`src/rtl/axi4lite_tohost_writer_pkg.sv`:
```
`default_nettype none
// ============================================================================
// Module      : axi4lite_tohost_writer_pkg
// Description : Shared AXI4-Lite response codes, bus widths and tohost
//               character-device constants, plus the tohost word builder.
// Revision    : 1.0 - initial release
// ============================================================================
package axi4lite_tohost_writer_pkg;

    localparam int AXI_ADDR_W = 32;
    localparam int AXI_DATA_W = 64;
    localparam int AXI_STRB_W = AXI_DATA_W / 8;

    localparam logic [1:0] AXI4LITE_RESP_OKAY   = 2'b00;
    localparam logic [1:0] AXI4LITE_RESP_EXOKAY = 2'b01;
    localparam logic [1:0] AXI4LITE_RESP_SLVERR = 2'b10;
    localparam logic [1:0] AXI4LITE_RESP_DECERR = 2'b11;

    // Shared with the tohost slave so both sides agree on the word layout.
    localparam logic [7:0] TOHOST_DEVICE_CHAR    = 8'h01;
    localparam logic [7:0] TOHOST_CMD_WRITE_CHAR = 8'h01;
    localparam int         TOHOST_DEVICE_POS     = 56;
    localparam int         TOHOST_COMMAND_POS    = 48;

    // Builds the 64-bit tohost word that prints one character.
    function automatic logic [AXI_DATA_W-1:0] tohost_char_word(input logic [7:0] ch);
        logic [AXI_DATA_W-1:0] w_word;
        w_word = (AXI_DATA_W'(TOHOST_DEVICE_CHAR) << TOHOST_DEVICE_POS)
               | (AXI_DATA_W'(TOHOST_CMD_WRITE_CHAR) << TOHOST_COMMAND_POS)
               | AXI_DATA_W'(ch);
        return w_word;
    endfunction

endpackage
`default_nettype wire

```
`src/rtl/axi4lite_tohost_writer_if.sv`:
```
`default_nettype none
// ============================================================================
// Module      : axi4lite_tohost_writer_if
// Description : AXI4-Lite bus bundle (AW/W/B/AR/R) with master and slave
//               modports.
// Revision    : 1.0 - initial release
// ============================================================================
interface axi4lite_tohost_writer_if;
    import axi4lite_tohost_writer_pkg::*;

    logic [AXI_ADDR_W-1:0] awaddr;
    logic                  awvalid;
    logic                  awready;
    logic [AXI_DATA_W-1:0] wdata;
    logic [AXI_STRB_W-1:0] wstrb;
    logic                  wvalid;
    logic                  wready;
    logic [1:0]            bresp;
    logic                  bvalid;
    logic                  bready;
    logic [AXI_ADDR_W-1:0] araddr;
    logic                  arvalid;
    logic                  arready;
    logic [AXI_DATA_W-1:0] rdata;
    logic [1:0]            rresp;
    logic                  rvalid;
    logic                  rready;

    modport master (
        output awaddr, awvalid, input awready,
        output wdata, wstrb, wvalid, input wready,
        input  bresp, bvalid, output bready,
        output araddr, arvalid, input arready,
        input  rdata, rresp, rvalid, output rready
    );

    modport slave (
        input  awaddr, awvalid, output awready,
        input  wdata, wstrb, wvalid, output wready,
        output bresp, bvalid, input bready,
        input  araddr, arvalid, output arready,
        output rdata, rresp, rvalid, input rready
    );

endinterface
`default_nettype wire

```
`src/rtl/axi4lite_tohost_writer_sync_fifo.sv`:
```
`default_nettype none
// ============================================================================
// Module      : sync_fifo
// Description : Single-clock FIFO with first-word-fall-through read data.
//               DEPTH must be a power of two, at least 2; pointers carry one
//               extra wrap bit so full and empty are distinguishable.
// Revision    : 1.0 - initial release
// ============================================================================
module sync_fifo #(
    parameter int WIDTH = 8,
    parameter int DEPTH = 8
) (
    input  wire logic             clk,
    input  wire logic             rst,
    input  wire logic             push,
    input  wire logic             pop,
    input  wire logic [WIDTH-1:0] wdata,
    output logic      [WIDTH-1:0] rdata,
    output logic                  full,
    output logic                  empty
);

    localparam int                 c_addr_w     = $clog2(DEPTH);
    localparam int                 c_ptr_w      = c_addr_w + 1;
    localparam logic [c_ptr_w-1:0] c_full_count = c_ptr_w'(DEPTH);

    logic [WIDTH-1:0]   r_mem [DEPTH];
    logic [c_ptr_w-1:0] r_wr_ptr;
    logic [c_ptr_w-1:0] r_rd_ptr;
    logic [c_ptr_w-1:0] w_count;
    logic               w_push;
    logic               w_pop;

    assign w_count = r_wr_ptr - r_rd_ptr;
    assign full    = (w_count == c_full_count);
    assign empty   = (w_count == '0);
    assign w_push  = push && !full;
    assign w_pop   = pop && !empty;
    assign rdata   = r_mem[r_rd_ptr[c_addr_w-1:0]];

    // Pointer update; a simultaneous push and pop leaves the count unchanged.
    always_ff @(posedge clk) begin
        if (rst) begin
            r_wr_ptr <= '0;
            r_rd_ptr <= '0;
        end else begin
            if (w_push) r_wr_ptr <= r_wr_ptr + 1'b1;
            if (w_pop)  r_rd_ptr <= r_rd_ptr + 1'b1;
        end
    end

    // Storage write; contents need no reset since empty masks them.
    always_ff @(posedge clk) begin
        if (w_push) r_mem[r_wr_ptr[c_addr_w-1:0]] <= wdata;
    end

endmodule
`default_nettype wire

```
`src/rtl/axi4lite_tohost_writer.sv`:
```
`default_nettype none
// ============================================================================
// Module      : axi4lite_tohost_writer
// Description : AXI4-Lite initiator printing buffered characters through the
//               tohost character device, one 64-bit write per byte, with
//               response checking and a sticky error report.
// Revision    : 1.0 - initial release
// ============================================================================
module axi4lite_tohost_writer
    import axi4lite_tohost_writer_pkg::*;
#(
    parameter logic [AXI_ADDR_W-1:0] TOHOST_ADDR = '0,
    parameter int                    FIFO_DEPTH  = 8
) (
    input  wire logic                    aclk,
    input  wire logic                    areset,
    input  wire logic                    char_valid,
    output logic                         char_ready,
    input  wire logic [7:0]              char_data,
    axi4lite_tohost_writer_if.master     bus,
    output logic                         busy,
    output logic                         err,
    output logic [1:0]                   err_resp,
    output logic [31:0]                  sent_count
);

    typedef logic [1:0] state_t;
    localparam state_t S_IDLE = 2'd0;
    localparam state_t S_SEND = 2'd1;
    localparam state_t S_RESP = 2'd2;

    state_t      r_state;
    logic [7:0]  r_char;
    logic        r_awvalid;
    logic        r_wvalid;
    logic        r_bready;
    logic        r_aw_done;
    logic        r_w_done;
    logic        r_err;
    logic [1:0]  r_err_resp;
    logic [31:0] r_sent_count;

    logic        w_full;
    logic        w_empty;
    logic        w_push;
    logic        w_pop;
    logic [7:0]  w_head;
    logic        w_aw_hs;
    logic        w_w_hs;
    logic        w_unused;

    // Ready is held low while reset is asserted so nothing is accepted then.
    assign char_ready = !w_full && !areset;
    assign w_push     = char_valid && char_ready;
    assign w_pop      = (r_state == S_IDLE) && !w_empty;
    assign w_aw_hs    = r_awvalid && bus.awready;
    assign w_w_hs     = r_wvalid && bus.wready;

    sync_fifo #(
        .WIDTH (8),
        .DEPTH (FIFO_DEPTH)
    ) u_fifo (
        .clk   (aclk),
        .rst   (areset),
        .push  (w_push),
        .pop   (w_pop),
        .wdata (char_data),
        .rdata (w_head),
        .full  (w_full),
        .empty (w_empty)
    );

    // Transaction sequencer: pop a byte, issue AW and W together, await B.
    always_ff @(posedge aclk) begin
        if (areset) begin
            r_state      <= S_IDLE;
            r_char       <= 8'h00;
            r_awvalid    <= 1'b0;
            r_wvalid     <= 1'b0;
            r_bready     <= 1'b0;
            r_aw_done    <= 1'b0;
            r_w_done     <= 1'b0;
            r_err        <= 1'b0;
            r_err_resp   <= AXI4LITE_RESP_OKAY;
            r_sent_count <= 32'd0;
        end else begin
            case (r_state)
                S_IDLE: begin
                    if (!w_empty) begin
                        r_char    <= w_head;
                        r_awvalid <= 1'b1;
                        r_wvalid  <= 1'b1;
                        r_aw_done <= 1'b0;
                        r_w_done  <= 1'b0;
                        r_state   <= S_SEND;
                    end
                end
                S_SEND: begin
                    // Each channel retires independently; the other keeps its valid.
                    if (w_aw_hs) begin
                        r_awvalid <= 1'b0;
                        r_aw_done <= 1'b1;
                    end
                    if (w_w_hs) begin
                        r_wvalid <= 1'b0;
                        r_w_done <= 1'b1;
                    end
                    if ((r_aw_done || w_aw_hs) && (r_w_done || w_w_hs)) begin
                        r_bready <= 1'b1;
                        r_state  <= S_RESP;
                    end
                end
                S_RESP: begin
                    if (bus.bvalid) begin
                        r_bready <= 1'b0;
                        r_state  <= S_IDLE;
                        if (bus.bresp == AXI4LITE_RESP_OKAY) begin
                            r_sent_count <= r_sent_count + 32'd1;
                        end else begin
                            // Only the first failure's code is kept.
                            if (!r_err) r_err_resp <= bus.bresp;
                            r_err <= 1'b1;
                        end
                    end
                end
                default: begin
                    r_awvalid <= 1'b0;
                    r_wvalid  <= 1'b0;
                    r_bready  <= 1'b0;
                    r_state   <= S_IDLE;
                end
            endcase
        end
    end

    assign bus.awaddr  = TOHOST_ADDR;
    assign bus.awvalid = r_awvalid;
    assign bus.wdata   = tohost_char_word(r_char);
    assign bus.wstrb   = {AXI_STRB_W{1'b1}};
    assign bus.wvalid  = r_wvalid;
    assign bus.bready  = r_bready;
    assign bus.araddr  = '0;
    assign bus.arvalid = 1'b0;
    assign bus.rready  = 1'b0;

    // Read channel is never used by this initiator.
    assign w_unused = ^{bus.arready, bus.rvalid, bus.rresp, bus.rdata};

    assign busy       = (r_state != S_IDLE) || !w_empty;
    assign err        = r_err;
    assign err_resp   = r_err_resp;
    assign sent_count = r_sent_count;

endmodule
`default_nettype wire
```
`src/flat_wrapper.sv`:
```
// flat-port wrapper written by rule: the top's interface ports become plain ports
module axi4lite_tohost_writer_flat import axi4lite_tohost_writer_pkg::*;
#(
    parameter logic [AXI_ADDR_W-1:0] TOHOST_ADDR = '0,
    parameter int                    FIFO_DEPTH  = 8
)
  (aclk, areset, char_valid, char_ready, char_data, busy, err, err_resp, sent_count, bus_awaddr, bus_awvalid, bus_awready, bus_wdata, bus_wstrb, bus_wvalid, bus_wready, bus_bresp, bus_bvalid, bus_bready, bus_araddr, bus_arvalid, bus_arready, bus_rdata, bus_rresp, bus_rvalid, bus_rready);
  axi4lite_tohost_writer_if bus_i ();
  input  wire logic aclk;
  input  wire logic areset;
  input  wire logic char_valid;
  output logic char_ready;
  input  wire logic [7:0] char_data;
  output logic busy;
  output logic err;
  output logic [1:0] err_resp;
  output logic [31:0] sent_count;
  output wire logic [$bits(bus_i.awaddr)-1:0] bus_awaddr;
  output wire logic [$bits(bus_i.awvalid)-1:0] bus_awvalid;
  input wire logic [$bits(bus_i.awready)-1:0] bus_awready;
  output wire logic [$bits(bus_i.wdata)-1:0] bus_wdata;
  output wire logic [$bits(bus_i.wstrb)-1:0] bus_wstrb;
  output wire logic [$bits(bus_i.wvalid)-1:0] bus_wvalid;
  input wire logic [$bits(bus_i.wready)-1:0] bus_wready;
  input wire logic [$bits(bus_i.bresp)-1:0] bus_bresp;
  input wire logic [$bits(bus_i.bvalid)-1:0] bus_bvalid;
  output wire logic [$bits(bus_i.bready)-1:0] bus_bready;
  output wire logic [$bits(bus_i.araddr)-1:0] bus_araddr;
  output wire logic [$bits(bus_i.arvalid)-1:0] bus_arvalid;
  input wire logic [$bits(bus_i.arready)-1:0] bus_arready;
  input wire logic [$bits(bus_i.rdata)-1:0] bus_rdata;
  input wire logic [$bits(bus_i.rresp)-1:0] bus_rresp;
  input wire logic [$bits(bus_i.rvalid)-1:0] bus_rvalid;
  output wire logic [$bits(bus_i.rready)-1:0] bus_rready;
  assign bus_awaddr = bus_i.awaddr;
  assign bus_awvalid = bus_i.awvalid;
  assign bus_i.awready = bus_awready;
  assign bus_wdata = bus_i.wdata;
  assign bus_wstrb = bus_i.wstrb;
  assign bus_wvalid = bus_i.wvalid;
  assign bus_i.wready = bus_wready;
  assign bus_i.bresp = bus_bresp;
  assign bus_i.bvalid = bus_bvalid;
  assign bus_bready = bus_i.bready;
  assign bus_araddr = bus_i.araddr;
  assign bus_arvalid = bus_i.arvalid;
  assign bus_i.arready = bus_arready;
  assign bus_i.rdata = bus_rdata;
  assign bus_i.rresp = bus_rresp;
  assign bus_i.rvalid = bus_rvalid;
  assign bus_rready = bus_i.rready;
  axi4lite_tohost_writer #(.TOHOST_ADDR(TOHOST_ADDR), .FIFO_DEPTH(FIFO_DEPTH)) u_core (.aclk(aclk), .areset(areset), .char_valid(char_valid), .char_ready(char_ready), .char_data(char_data), .bus(bus_i), .busy(busy), .err(err), .err_resp(err_resp), .sent_count(sent_count));
endmodule
```
`config.mk`:
```
export PLATFORM = sky130hd
export DESIGN_NAME = axi4lite_tohost_writer_flat
export DESIGN_NICKNAME = d
export VERILOG_FILES = /design/src/rtl/axi4lite_tohost_writer_pkg.sv /design/src/rtl/axi4lite_tohost_writer_if.sv /design/src/rtl/axi4lite_tohost_writer_sync_fifo.sv /design/src/rtl/axi4lite_tohost_writer.sv /design/src/flat_wrapper.sv
export SDC_FILE = /design/constraint.sdc
export NUM_CORES = 1
export LEC_CHECK = 0
export CAP_MARGIN = 30
export CORE_MARGIN = 5
export CORE_UTILIZATION = 25
export CTS_CLUSTER_DIAMETER = 60
export DETAILED_ROUTE_END_ITERATION = 10
export GPL_TIMING_DRIVEN = 0
export SETUP_SLACK_MARGIN = 0.1
export SLEW_MARGIN = 20
export SYNTH_ARGS = -nofsm -noshare
export SYNTH_HDL_FRONTEND = slang
export SYNTH_HIERARCHICAL = 1
export SYNTH_SLANG_ARGS = --single-unit
```
`constraint.sdc`:
```
create_clock -name aclk -period 3.6 [get_ports aclk]
set_input_delay 0.72 -clock aclk [delete_from_list [all_inputs] [get_ports aclk]]
set_output_delay 0.72 -clock aclk [all_outputs]
set_load 0.005 [all_outputs]
```
==> flow_metrics.py, run 1 <==
metrics = {
    "pwr": {
        "power_density_nw_per_um2": 439,
        "finalPower_uw": 3800,
        "p_leak_uw": 0.00353,
        "peakVddDrop_uv": 275,
    },
    "sta": {
        "tightest_slew_ns": 0.682,
        "fin_skew_ns": 0.00735,
        "finalCritPeriodShare_pct": 92.4,
        "rsz0062_at_grt": "yes",
        "slew_viol_final": 0,
        "finalHoldViolCount": 0,
        "timing.fmax_ghz": 0.300,
        "layout_setup_ws_ns": 0.272,
        "setup_violations": 0,
        "slew-limit-headroom_pct": 54.1,
        "tns_ns": 0,
        "period_needed_ns": 3.33,
    },
    "drt": {
        "detail-route-antenna-nets": 0,
        "first_pass_iters": 4,
        "wire_per_inst_um": 13.1,
        "remaining_drc_errors": 0,
        "dr.first_iter.drc_count": 245,
        "vias": 4550,
        "via_per_inst": 3.92,
        "routed_wl_um": 15200,
    },
    "yosys": {
        "avgSynthCellArea_sq_um": 11.0,
        "yosysSeqAreaShare_pct": 48.5,
        "yosysMostFrequentCell": "buf_4",
        "async_reset_ff_share_pct": 0,
        "synthXorXnorAreaFrac_pct": 1.70,
        "ys_types": 57,
        "synth_area_leader_cell": "edfxtp_1",
        "synthAdderAreaFrac_pct": 1.16,
        "synth-edff-count": 64,
        "yosysWarnings": 6,
        "synthSimpleGateAreaFrac_pct": 14.9,
        "syn-cell-area_sq_um": 6490,
        "syn_inst": 592,
        "synth-main-ff-cell": "edfxtp_1",
        "synth_top_family_by_area": "buffers and inverters",
        "synth.top_cell.area_share_pct": 29.6,
        "ys_seq_elements": 125,
        "yosys-top-cells-count": "buf_4 (130), edfxtp_1 (64), dfxtp_1 (61)",
        "synth_compound_area_share_pct": 5.56,
        "muxShareOfSynthArea_pct": 10.1,
        "synth_area_leaders": "edfxtp_1 (30%), dfxtp_1 (19%), buf_4 (15%)",
    },
    "final_layout": {
        "antenna_cells": 0,
        "final_cells": 1160,
        "area_growth_syn_to_layout_pct": 33.7,
        "final_nets": 902,
        "drive_gt1_share_pct": 29.5,
    },
    "floorplan": {
        "dieArea_sq_um": 29300,
        "core_sq_um": 25800,
        "die_h_um": 171,
        "initial_core_util_pct": 25.1,
        "fp.dieW_um": 171,
        "row_count": 59,
        "boundaryPins": 262,
    },
    "worst_setup_path": {
        "crit_type": "reg2out",
        "worst_r2r_startpoint": "u_core/u_fifo/r_wr_ptr[0]$_SDFFE_PP0P_",
        "end_kind": "output pin",
        "worstReg2RegEnd": "u_core/u_fifo/r_rd_ptr[3]$_SDFFE_PP0P_",
        "crit_path_start_kind": "flip-flop",
        "cp_max_fo": 8,
        "rr_worst_depth": 13,
        "r2r_slack_ns": 0.37,
        "cp.required_ns": 2.88,
        "crit_arrival_ns": 2.61,
    },
    "clock_tree": {
        "clk_pin_slew_ns": 0.06,
        "cts_buffers": 17,
        "clockRootBuffer": "clkbuf_16",
        "cts_tree": "yes",
        "clk_latency_ns": 0.41,
        "clkSinkCount": 125,
        "hold_buffers": 0,
        "h-tree-depth": 4,
        "cts_max_path_buffers": 2,
    },
    "worst_hold_path": {
        "hold_class": "reg2reg",
        "min_to": "u_core/r_char[2]$_SDFFE_PP0P_",
        "worstHoldStart": "u_core/r_char[2]$_SDFFE_PP0P_",
        "min_path_cells": 2,
    },
    "place": {
        "dp.cells": 1126,
        "port_buffers": 63,
        "hpwlAfterDp_um": 11500,
        "gp_congestion": 0.732,
        "pre_cts_slack_ns": -0.151,
    },
    "global_routing": {
        "grt_start_max_net_pins": 17,
        "gr-usage-all-layers_pct": 9.91,
        "grt_overflow": 0,
        "grt_pass1_vias": 4241,
        "grt_pass1_wl_um": 22800,
        "antenna_found_initial": 1,
    },
    "status": {
        "status": "complete, no violations",
    },
    "flow_run": {
        "cap_violations": 0,
    },
}
## stage by stage
step	instance area [sq um]	utilization, %	hold WS (ns)
floorplan	6970	-	0.453
global placement	8020	31.0	0.446
detailed placement	8120	31.4	0.450
CTS	8660	33.5	0.458
global route	8670	33.6	0.478
finish	8670	33.6	0.453
## cell usage in the layout (no fill, tap or decap), types with 4 or more instances in the layout
master           Yosys  final
nor4_2               0      7
inv_1               20     19
conb_1               2    130
mux2_2              23     23
mux4_2              16     16
dfxtp_1             61     59
a21oi_1             36     35
nor3_1              11     10
o31ai_1              6      6
and4_1               4      4
nand3_1             10     10
xor2_1               8      8
nor4_1              11      4
buf_6                4      5
buf_2                3      7
o21ai_0             12     12
nor2b_1             12     12
ha_1                 6      6
nand4_1             10     10
edfxtp_1            64     64
or3_1                4      4
clkinv_1             1      5
clkbuf_1            13     10
buf_4              130    135
and2_1               7      7
nor2_1              38     38
clkbuf_16            0     17
clkdlybuf4s50_1      0     62
or4_1                5      5
nand2_1             33     33
## critical path: stages, from the launching register on
cell             delay (ns)
dfxtp_1                0.33
clkbuf_2               0.23
inv_2                  0.10
ha_1                   0.21
nand2b_1               0.16
a211o_1                0.31
a21oi_2                0.30
nor2_1                 0.10
clkdlybuf4s50_1        0.46
## cell type report
class / count / area [sq um]
fill: 2628 / 17200
sequential: 125 / 3150
multi-input combinational: 421 / 2700
buffer: 153 / 1100
timing repair buffer: 73 / 702
clock buffer: 17 / 425
tap: 335 / 419
clock inverter: 15 / 98.8
inverter: 21 / 80.1
## sequential cells by signal, summed over array words and instances, names as in the netlist, named ones only
name,count
u_core/r_aw_done,1
u_core/u_fifo/r_mem,64
u_core/sent_count,32
u_core/u_fifo/r_wr_ptr,4
u_core/bus.wvalid,1
u_core/r_state,2
u_core/r_w_done,1
u_core/r_char,8
u_core/bus.awvalid,1
u_core/bus.bready,1
u_core/err,1
u_core/err_resp,2
u_core/u_fifo/r_rd_ptr,4
## power breakdown
part | total, uW | internal [uW] | switching [uW]
sequential | 1610 | 1560 | 50.3
clock | 1510 | 873 | 641
combinational | 682 | 349 | 333
total | 3800 | 2780 | 1020
## metal layers
metal	wire length (um)	GRT usage [%]	vias to the layer above	part of all wire, %
met4	260	3.93	2	1.7
met5	20	0	-	0.13
met1	6330	11.8	2091	41
met2	7210	16.4	153	47
met3	1430	3.40	23	9.4
li1	-	-	2281	-
## worst max path at each step
stage / from / endpoint / slack, ns / cells after the start
floorplan: u_core/u_fifo/r_wr_ptr[0]$_SDFFE_PP0P_ / u_core/u_fifo/r_mem[2][0]$_DFFE_PP_ / 0.71 / 10
global placement: areset / u_core/u_fifo/r_mem[4][5]$_DFFE_PP_ / -0.97 / 7
detailed placement: areset / u_core/u_fifo/r_mem[4][6]$_DFFE_PP_ / -0.15 / 8
CTS: areset / char_ready / 0.03 / 5
global route: u_core/u_fifo/r_wr_ptr[0]$_SDFFE_PP0P_ / char_ready / 0.09 / 8
finish: u_core/u_fifo/r_wr_ptr[0]$_SDFFE_PP0P_ / char_ready / 0.27 / 8
## logic make-up (layout without fill, tap and decap cells)
kind of cell / count (synthesis) / after routing
compound gates: 62 / 62
xor+xnor: 11 / 11
fa+ha+maj: 6 / 6
buf+inv: 174 / 279
flops: 125 / 125
mux: 42 / 42
other cells: 2 / 130
simple gates: 170 / 170
## repair_timing
action                     in CTS  in global routing
setup endpoints to repair       8                  9
setup buffers                   2                  0
resized for setup               3                  9
pin swaps                       1                  0
gates cloned                    0                  0
Power figures use the tool's default switching activity.
==> inputs of run 2 (changes only) <==
Settings changed: PLACE_DENSITY set to 0.56.
==> flow_metrics.py, run 2 (synthesis gave the netlist of run 1 again) <==
metrics = {
    "status": {
        "status": "complete, no violations",
    },
    "place": {
        "gp_congestion": 0.751,
        "hpwlAfterDp_um": 11200,
        "dp.cells": 1126,
        "port_buffers": 63,
        "dpl_cell_area_sq_um": 8120,
    },
    "final_layout": {
        "largest_register_ffs": 64,
        "final_cell_mix": "buf_4 (137), conb_1 (130), edfxtp_1 (64)",
        "fillers": 2637,
        "drive_gt1_share_pct": 29.7,
        "final_cells": 1159,
        "area_growth_syn_to_layout_pct": 34.6,
        "layout_commonest_cell": "buf_4",
        "utilization_pct": 33.8,
        "final_nets": 901,
        "final_area_sq_um": 8730,
        "antenna_cells": 0,
    },
    "worst_hold_path": {
        "min_path_cells": 2,
        "hold_class": "reg2reg",
        "min_to": "u_core/r_char[7]$_SDFFE_PP0P_",
        "worstHoldStart": "u_core/r_char[7]$_SDFFE_PP0P_",
    },
    "worst_setup_path": {
        "cp_common_cell": "clkdlybuf4s50_1",
        "worstReg2RegEnd": "u_core/u_fifo/r_rd_ptr[3]$_SDFFE_PP0P_",
        "rr_worst_depth": 11,
        "worst_r2r_startpoint": "u_core/u_fifo/r_wr_ptr[0]$_SDFFE_PP0P_",
        "slowest_stage": "clkdlybuf4s50_1",
        "critical_path.max_stage_delay_ns": 0.57,
        "crit_arrival_ns": 2.60,
        "end_kind": "output pin",
        "crit_chain": "clkdlybuf4s50_1 > clkbuf_1 > clkbuf_2 > nor2_1 > clkdlybuf4s50_1",
        "crit_path_start_kind": "input port",
        "crit_type": "in2out",
        "r2r_slack_ns": 0.46,
        "cp.required_ns": 2.88,
        "cp_max_fo": 10,
    },
    "sta": {
        "slew_viol_final": 0,
        "finalCritPeriodShare_pct": 92.3,
        "timing.fmax_ghz": 0.301,
        "slew-limit-headroom_pct": 46.9,
        "setup_violations": 0,
        "rsz0062_at_grt": "no",
        "period_needed_ns": 3.32,
        "fin_skew_ns": 0.00649,
        "tightest_slew_ns": 0.791,
        "finalHoldViolCount": 0,
    },
    "drt": {
        "via_per_inst": 3.89,
        "wire_per_inst_um": 12.8,
        "detail-route-antenna-nets": 0,
        "vias": 4510,
        "remaining_drc_errors": 0,
        "first_pass_iters": 5,
        "dr.first_iter.drc_count": 160,
        "routed_wl_um": 14900,
    },
    "pwr": {
        "switchingPower_uw": 1040,
        "p_int_uw": 2930,
        "power_frac_clock_pct": 42.5,
        "seqPwrFrac_pct": 40.4,
        "sw_frac_of_total_pct": 26.3,
        "power_density_nw_per_um2": 456,
        "p_leak_uw": 0.00356,
        "comb_power_share_pct": 17.2,
        "peakVddDrop_uv": 238,
    },
    "clock_tree": {
        "clockRootBuffer": "clkbuf_16",
        "cts_buffers": 17,
        "clkSinkCount": 125,
        "clk_pin_slew_ns": 0.06,
        "hold_buffers": 0,
        "clk_latency_ns": 0.41,
        "cts_tree": "yes",
        "cts_max_path_buffers": 2,
        "h-tree-depth": 4,
    },
    "floorplan": {
        "initial_core_util_pct": 25.1,
        "row_count": 59,
        "fp.dieW_um": 171,
        "dieArea_sq_um": 29300,
        "core_sq_um": 25800,
        "die_h_um": 171,
        "boundaryPins": 262,
    },
    "global_routing": {
        "grt_overflow": 0,
        "gr-usage-all-layers_pct": 9.78,
        "grt_start_max_net_pins": 17,
        "antenna_found_initial": 1,
        "grt_pass1_wl_um": 22500,
        "grt_pass1_vias": 4158,
    },
    "flow_run": {
        "cap_violations": 0,
    },
}
-- run 2: changes by cell type in the layout (fill, tap and decap cells not counted) --
cell	delta
buf_2	-1
buf_4	+2
buf_6	-1
bufinv_16	+2
clkbuf_2	-1
clkinv_1	-3
clkinvlp_4	-1
inv_8	+2
-- run 2: through the flow --
stage	total power, uW	hold WS (ns)	setup TNS [ns]	setup slack, ns
after floorplan	2060	0.453	0	0.713
after global placement	2290	0.445	-51.09	-1.03
after detailed placement	2300	0.449	-1.66	-0.181
after CTS	4020	0.458	0	0.103
after global routing	4170	0.487	0	0.107
final	3980	0.454	0	0.277
-- run 2: metal layers --
metal | wire, um | GRT usage, %
met1 | 6410 | 12.1
met2 | 6990 | 16.2
met3 | 1320 | 3.14
met4 | 164 | 3.17
met5 | 20 | 0
-- run 2: how the worst max path moves through the flow --
stage                                      startpoint                             endpoint  slack [ns]
5_1_grt        u_core/u_fifo/r_wr_ptr[0]$_SDFFE_PP0P_                           char_ready        0.11
4_1_cts        u_core/u_fifo/r_wr_ptr[2]$_SDFFE_PP0P_                                 busy        0.10
2_1_floorplan  u_core/u_fifo/r_wr_ptr[0]$_SDFFE_PP0P_  u_core/u_fifo/r_mem[2][0]$_DFFE_PP_        0.71
3_3_place_gp                                   areset  u_core/u_fifo/r_mem[5][6]$_DFFE_PP_       -1.03
3_5_place_dp   u_core/u_fifo/r_wr_ptr[0]$_SDFFE_PP0P_                            flip-flop       -0.18
6_report                                       areset                           char_ready        0.28
-- run 2: area by class of cell --
| cell class | count | area, sq um | area share [%] |
|---|---|---|---|
| Inverter | 21 | 80.1 | 0.917 |
| Timing Repair Buffer | 73 | 701 | 8.03 |
| Clock buffer | 17 | 425 | 4.87 |
| Sequential cell | 125 | 3150 | 36.0 |
| Clock inverter | 15 | 163 | 1.86 |
| Buffer | 152 | 1090 | 12.5 |
| Tap cell | 335 | 419 | 4.80 |
| Multi-Input combinational cell | 421 | 2700 | 30.9 |
-- run 2: repair_timing --
item / CTS / global route
setup buffers: 2 / 0
setup endpoints to repair: 9 / 5
pin swaps: 1 / 0
gates cloned: 0 / 0
gates resized for setup: 4 / 4
-- run 2: power by group through the flow --
stage | Clock (uW) | Sequential, uW | Combinational [uW]
3_3_place_gp | 0 | 1640 | 658
5_1_grt | 1790 | 1620 | 761
6_report | 1690 | 1610 | 682
4_1_cts | 1730 | 1610 | 686
3_5_place_dp | 0 | 1640 | 665
2_1_floorplan | 0 | 1630 | 432
-- run 2: critical path, delay by kind of cell --
| family | cells | cell delay (ns) |
|---|---|---|
| simple gates | 1 | 0.10 |
| buf+inv | 4 | 1.79 |
==> inputs of run 3 (changes only) <==
Settings changed: HOLD_SLACK_MARGIN set to 0.1.
==> results of run 3 <==
Same layout as run 2: the final DEF is identical, and so are final timing and power.
